$ cat src/rtl/cacheaq_arb_pkg.sv
// Shared types for the cache access-queue arbiter: FSM encodings, source bit
// positions in the req/grant/pop vectors, and the default starvation limit.
package cacheaq_arb_pkg;

  typedef enum logic [1:0] {
    ST_IDLE     = 2'd0,
    ST_ISSUE    = 2'd1,
    ST_SECOND   = 2'd2,
    ST_MISSWAIT = 2'd3
  } state_t;

  localparam int SRC_RD  = 0;
  localparam int SRC_SW  = 1;
  localparam int SRC_WB  = 2;
  localparam int SRC_BUS = 3;

  localparam logic [2:0] STARVE_LIMIT_DEF = 3'd7;

endpackage

$ cat src/rtl/cacheaq_arb_prio_pick.sv
// Combinational fixed-priority picker (bus > wb > sw > rd); any requester that
// is also flagged in promote beats every non-promoted requester.
module cacheaq_prio_pick
  import cacheaq_arb_pkg::*;
(
  input  logic [3:0] req,
  input  logic [3:0] promote,
  output logic [3:0] win
);

  logic [3:0] cand;

  always_comb begin
    cand = ((req & promote) != 4'b0000) ? (req & promote) : req;
    win  = 4'b0000;
    if (cand[SRC_BUS])     win[SRC_BUS] = 1'b1;
    else if (cand[SRC_WB]) win[SRC_WB]  = 1'b1;
    else if (cand[SRC_SW]) win[SRC_SW]  = 1'b1;
    else if (cand[SRC_RD]) win[SRC_RD]  = 1'b1;
  end

endmodule

$ cat src/rtl/cacheaq_arb.sv
// Cache access-queue arbiter: picks one of {bus,wb,sw,rd}, issues one or two cache phases, pops on hit.
// Latency: req to pop strobe 2 cycles (one phase) / 3 cycles (two phases); holds while cache_ready is low.
// Optional starvation promotion for wb/sw/rd is built with CACHEAQ_ARB_STARVE_EN.
module cacheaq_arb
  import cacheaq_arb_pkg::*;
#(
  parameter logic [2:0] STARVE_LIMIT = STARVE_LIMIT_DEF
) (
  input  logic       clk,
  input  logic       clr,
  input  logic [3:0] req,
  input  logic [3:0] need_p1,
  input  logic       cache_ready,
  input  logic       cache_miss,
  input  logic       fill_done,
  output logic [3:0] grant,
  output logic [3:0] pop,
  output logic       issue_valid,
  output logic       issue_phase,
  output logic       busy
);

  state_t     state, state_nxt;
  logic [3:0] grant_nxt;
  logic [3:0] promote;
  logic [3:0] win;
  logic       granted_req;
  logic       granted_p1;

  cacheaq_prio_pick u_pick (
    .req     (req),
    .promote (promote),
    .win     (win)
  );

  assign granted_req = |(req & grant);
  assign granted_p1  = |(need_p1 & grant);
  assign busy        = (state != ST_IDLE);

  always_comb begin
    state_nxt   = state;
    grant_nxt   = grant;
    pop         = 4'b0000;
    issue_valid = 1'b0;
    issue_phase = 1'b0;
    case (state)
      ST_IDLE: begin
        grant_nxt = 4'b0000;
        if (req != 4'b0000) begin
          grant_nxt = win;
          state_nxt = ST_ISSUE;
        end
      end
      ST_ISSUE, ST_SECOND: begin
        issue_valid = 1'b1;
        issue_phase = (state == ST_SECOND);
        // A drained queue wins over any cache response for the same cycle.
        if (!granted_req) begin
          state_nxt = ST_IDLE;
          grant_nxt = 4'b0000;
        end else if (cache_ready) begin
          if (cache_miss) begin
            state_nxt = ST_MISSWAIT;
          end else if (state == ST_ISSUE && granted_p1) begin
            state_nxt = ST_SECOND;
          end else begin
            pop       = clr ? 4'b0000 : grant;
            state_nxt = ST_IDLE;
            grant_nxt = 4'b0000;
          end
        end
      end
      ST_MISSWAIT: begin
        if (!granted_req) begin
          state_nxt = ST_IDLE;
          grant_nxt = 4'b0000;
        end else if (fill_done) begin
          state_nxt = ST_ISSUE;
        end
      end
      default: begin
        state_nxt = ST_IDLE;
        grant_nxt = 4'b0000;
      end
    endcase
  end

  always_ff @(posedge clk) begin
    if (clr) begin
      state <= ST_IDLE;
      grant <= 4'b0000;
    end else begin
      state <= state_nxt;
      grant <= grant_nxt;
    end
  end

`ifdef CACHEAQ_ARB_STARVE_EN
  // Wait counters for rd/sw/wb, indexed by their source bit; bus never starves.
  logic [2:0] wait_cnt [3];

  always_ff @(posedge clk) begin
    if (clr) begin
      for (int i = 0; i < 3; i++) wait_cnt[i] <= 3'd0;
    end else begin
      for (int i = 0; i < 3; i++) begin
        if (!req[i] || (state == ST_IDLE && win[i]))
          wait_cnt[i] <= 3'd0;
        else if ((pop != 4'b0000) && !pop[i] && (wait_cnt[i] != STARVE_LIMIT))
          wait_cnt[i] <= wait_cnt[i] + 3'd1;
      end
    end
  end

  always_comb begin
    promote = 4'b0000;
    for (int i = 0; i < 3; i++) promote[i] = (wait_cnt[i] == STARVE_LIMIT);
  end
`else
  assign promote = 4'b0000;
`endif

endmodule

$ cat config.mk
export PLATFORM = sky130hd
export DESIGN_NAME = cacheaq_arb
export DESIGN_NICKNAME = d
export VERILOG_FILES = /design/src/rtl/cacheaq_arb_pkg.sv /design/src/rtl/cacheaq_arb_prio_pick.sv /design/src/rtl/cacheaq_arb.sv
export SDC_FILE = /design/constraint.sdc
export NUM_CORES = 1
export LEC_CHECK = 0
export BUFFER_PORTS_ARGS = -buffer_cell sky130_fd_sc_hd__buf_2
export CAP_MARGIN = 20
export CORE_ASPECT_RATIO = 1.25
export CORE_MARGIN = 3
export CORE_UTILIZATION = 35
export CTS_CLUSTER_DIAMETER = 200
export DETAILED_ROUTE_END_ITERATION = 10
export GPL_ROUTABILITY_DRIVEN = 1
export HOLD_SLACK_MARGIN = 0.05
export PLACE_DENSITY = 0.66
export SLEW_MARGIN = 15
export SYNTH_ARGS = -nofsm -noshare
export SYNTH_HDL_FRONTEND = slang
export SYNTH_HIERARCHICAL = 1
export SYNTH_SLANG_ARGS = --single-unit
$ cat constraint.sdc
create_clock -name clk -period 4.3 [get_ports clk]
set_input_delay 0.645 -clock clk [delete_from_list [all_inputs] [get_ports clk]]
set_output_delay 0.645 -clock clk [all_outputs]
set_load 0.05 [all_outputs]
# After elaboration in Yosys (flattened, before gate mapping)
# Cells that the tools add are included.
[word_totals] register_bits=6 latch_bits=0 ram_bits=0 rom_bits=0 in_bits=13 word_cells=52 n_memories=0
[classes] n_addsub=0 mul=0 div=0 order_cmp=0 eq_ne=9 shift=0 mux=30 bitwise_logic=2 reduce_logical=9
[ops] op="$mux 4" count=12
[ops] op="$mux 2" count=8
[ops] op="$ne 3x3->1 const B" count=4
[ops] op="$pmux 4 s3" count=1
[ops] op="$and 4x4->4" count=2
[ops] op="$reduce_or 4->1" count=2
[ops] op="$mux 1" count=7
[ops] op="$pmux 2 s3" count=1
[ops] op="$eq 2x2->1 const B" count=2
[ops] op="$ne 2x2->1 const B" count=2
[ops] op="$reduce_and 4->1" count=1
[ops] op="$reduce_bool 4->1" count=1
[ops] op="$mux 3" count=1
[ops] op="$reduce_and 3->1" count=1
[ops] op="$eq 2x1->1 const B" count=1
[ops] op="$logic_not 2->1" count=1
[ops] op="$reduce_bool 2->1" count=1
[ops] op="$reduce_or 2->1" count=1
[ops] op="$logic_and 1x1->1" count=1

# Longest topological paths before layout
[logic_depth] word_depth=8 mapped_depth=5 mapped_depth_nobuf=5

# Hierarchy
# The synthesis kept the hierarchy.
[by_module_without_submodules] mod="cacheaq_arb" n_inst=1 cells_each=56 area_each_um2=509.2 seq_area_each_um2=120.1
[by_module_without_submodules] mod="cacheaq_prio_pick" n_inst=1 cells_each=13 area_each_um2=103.8 seq_area_each_um2=0.0

# Worst setup path before layout
# OpenSTA, ideal clock, no wires.
[synth_path] path_kind="register -> output" from="register state[0]" to="output pop[0]" arrival_ns=1.976 required_time_ns=3.655 slack_ns=1.679 stages_incl_launch_ff=6 path_buffers=0 path_cell_list="dfxtp_1 > inv_1 > ha_1 > nor2b_1 > nor4b_4 > and2_1"
[synth_between] elab_chain_len=7 word_cells_on_any_way=9 cone_classes="eq/ne (2); mux (5); reduce/logical (2)"
[synth_lines] element="from (decl)" line="cacheaq_arb.sv:23" text="state_t state, state_nxt;"
[synth_lines] element="from (signal assigned)" line="cacheaq_arb.sv:93" text="state <= state_nxt;"
[synth_lines] element="$eq 2x1->1" line="cacheaq_arb.sv:46, cacheaq_arb.sv:64"
[synth_lines] element="$logic_and 1x1->1" line="cacheaq_arb.sv:64" text="end else if (state == ST_ISSUE && granted_p1) begin"
[synth_lines] element="$mux 4" line="cacheaq_arb.sv:64"
[synth_lines] element="$mux 4" line="cacheaq_arb.sv:62" text="if (cache_miss) begin"
[synth_lines] element="$mux 4" line="cacheaq_arb.sv:61" text="end else if (cache_ready) begin"
[synth_lines] element="$mux 4" line="cacheaq_arb.sv:58" text="if (!granted_req) begin"
[synth_lines] element="$mux 4 *" line="cacheaq_arb.sv:46" text="case (state)"
[synth_lines] element="to (decl)" line="cacheaq_arb.sv:17" text="output logic [3:0] pop,"
# Mark *: on every way between the ends. The rest lies on a longest branch, timed or not.

# Worst setup path in the final report
[layout_path] from="register state[1]" to="output pop[1]"
# The elaborated chain is that of the path after synthesis.

==> metrics <==
status complete, no violations; Inserted Clock Buffers 3; hold path cells 2; CORE AREA 1602 µm²; Worst Clk Skew 0.003817 ns; Die Ht 52.80 µm; routed vias 660; number of antenna-violating nets in the routed design 0; htree depth 1; 1st-pass router iterations 5; die area 2293 µm²; CP Class reg -> out; top cells by area, synth dfxtp_1 (20%), ha_1 (10%), mux2i_1 (6.5%), a22oi_2 (6.1%), and2_1 (6.1%); Root Driver clkbuf_4; gp weighted congestion 0.8705; Post-DP HPWL 1.300 mm; Leakage Power 0.3923 nW; Synth Area per Inst 8.885 µm²; initial antenna violation count 0; Hold Startpoint grant[3]; Synth cell types 28; leading cell type in the layout, fill and taps excluded buf_2; worst r2r src state[0]; synthesized area 613.1 µm²; # hold bufs at CTS 0; WP data required 3.65 ns; worst IR drop on VDD 0.2011 mV; crit end category output port; Setup Viol. Count Final 0; top achievable clock speed 362.0 MHz; top-area cell type share of the netlist area 0.1959; ant diodes 0; Final Hold Viols 0; Post-CTS Setup Inserts 0; crit path DAT 2.12 ns; per-cell routed wire length 12.36 µm; area grow syn2layout 33.47%; share of layout cells above drive strength 1 0.3178; starting density of the core 0.3828; Die Wd 43.44 µm; Seq/Total Area, Yosys 0.1959; crit-path max cell delay 0.40 ns; clk sinks 6; Synth Instances 69; Worst R2R Setup Slack 2.62 ns; number of placed I/O pins 24; GR Overflow Total 0; Yosys reg bits 6; drt drc 0; leading area contributor after synthesis dfxtp_1; final period utilization 0.6423; max cap viols 0; RSZ-0062 raised after global routing no; Final TNS setup 0 ns; largest net degree at the start of global routing 7; Port Buffers 23; Global Route Usage Sum 0.1414; Hold WC Path Type reg -> reg; maximum clock path buffer count 2; WL final 1.545 mm; source-to-sink clock delay at the later pin of the worst-skew pair 0.24 ns; commonest non-fill, non-tap cells in the layout buf_2 (23), conb_1 (13), nand2_1 (9); DP Cell Count 122; Final Max Tran Viols 0; via/cell ratio 5.280; slowest CP cell ha_1; total power 0.1726 mW; Worst setup SP type flip-flop; # rows 16; Worst Hold Path EP grant[3]; Final min period 2.762 ns; Worst-path clk slew 0.04 ns; Pwr per Cell Area 210.9 nW/µm²; NumNets Final 127; post-CTS sizing 0; critical-path cell list inv_1 -> ha_1 -> nor2b_1 -> nor4b_4 -> and2_1 -> buf_2; R2R depth 5; Final Hold Slack 0.5378 ns; post-route non-filler standard cell count 125; CTS tree done; DR iter-0 viols 18; YS warnings 6; vias in the first global route 604; first-pass GRT wire length 2.456 mm; Critical R2R Capture grant[2]; Worst Path Max Fanout 6
==> cells in the mapped netlist (all sizes together) <==
master / instances
a22o: 1
o21bai: 1
o32ai: 1
a21boi: 3
inv: 6
and2b: 1
a21oi: 2
o21a: 1
nor3b: 1
nor4b: 1
nand2b: 2
dfxtp: 6
nor4: 1
nand2: 9
a22oi: 7
a211o: 1
ha: 5
o221a: 1
o211a: 1
conb: 1
o2111ai: 1
o21ai: 3
nor2b: 1
and2: 6
mux2i: 4
o2111a: 2
==> metal layers <==
metal,GRT usage,routed length (µm)
met1,0.1589,581
met5,0,0
met4,0.03015,20
met2,0.2537,802
met3,0.04811,141
==> worst max-delay path: cells and delay by family (launching register included) <==
kind / cells / cell delay (ns)
AND/OR/NAND/NOR: 3 / 0.75
adder cells (fa/ha/maj): 1 / 0.40
buffers and inverters: 2 / 0.37
flip-flops: 1 / 0.36
==> flip-flops by register name, summed over array words and instances (netlist names) <==
| signal | cells |
|---|---|
| grant | 4 |
| state | 2 |
==> cells by family after synthesis <==
group,Yosys count,synth area share
buffers and inverters,6,0.03673
DFF,6,0.1959
muxes,4,0.06531
other,1,0.006117
AOI/OAI and AO/OA,25,0.3612
and+or+nand+nor,22,0.2327
adders and majority gates,5,0.1020
==> final cells by class <==
| class | instances | area (µm²) |
|---|---|---|
| fillers | 168 | 783.3 |
| multi-input cells | 69 | 515.5 |
| flip-flops and latches | 6 | 120.1 |
| repair buffers | 23 | 115.1 |
| clock buffers | 3 | 22.52 |
| inverters | 6 | 22.52 |
| well taps | 18 | 22.52 |
==> stage by stage <==
step           cell area (µm²)  setup WS, ns  utilization
6_report                 818.3         1.538       0.5109
2_1_floorplan            658.1         1.679            -
3_5_place_dp             795.8         1.790       0.4969
4_1_cts                  818.3         1.596       0.5109
3_3_place_gp             795.8         1.831       0.4969
5_1_grt                  818.3         1.399       0.5109
==> worst max-delay path by stage <==
stage,from,endpoint,depth (start not counted)
finish,state[1],pop[1],6
global route,state[0],pop[1],6
CTS,state[0],pop[1],6
detailed placement,need_p1[2],pop[1],6
global placement,need_p1[2],pop[0],6
floorplan,state[0],pop[0],5
==> power by group <==
part / switching [mW] / internal [mW]
clock network: 0.0188 / 0.0315
registers: 0.00326 / 0.0585
logic: 0.0385 / 0.0221
Note: power is estimated with default switching activity, not from simulation.
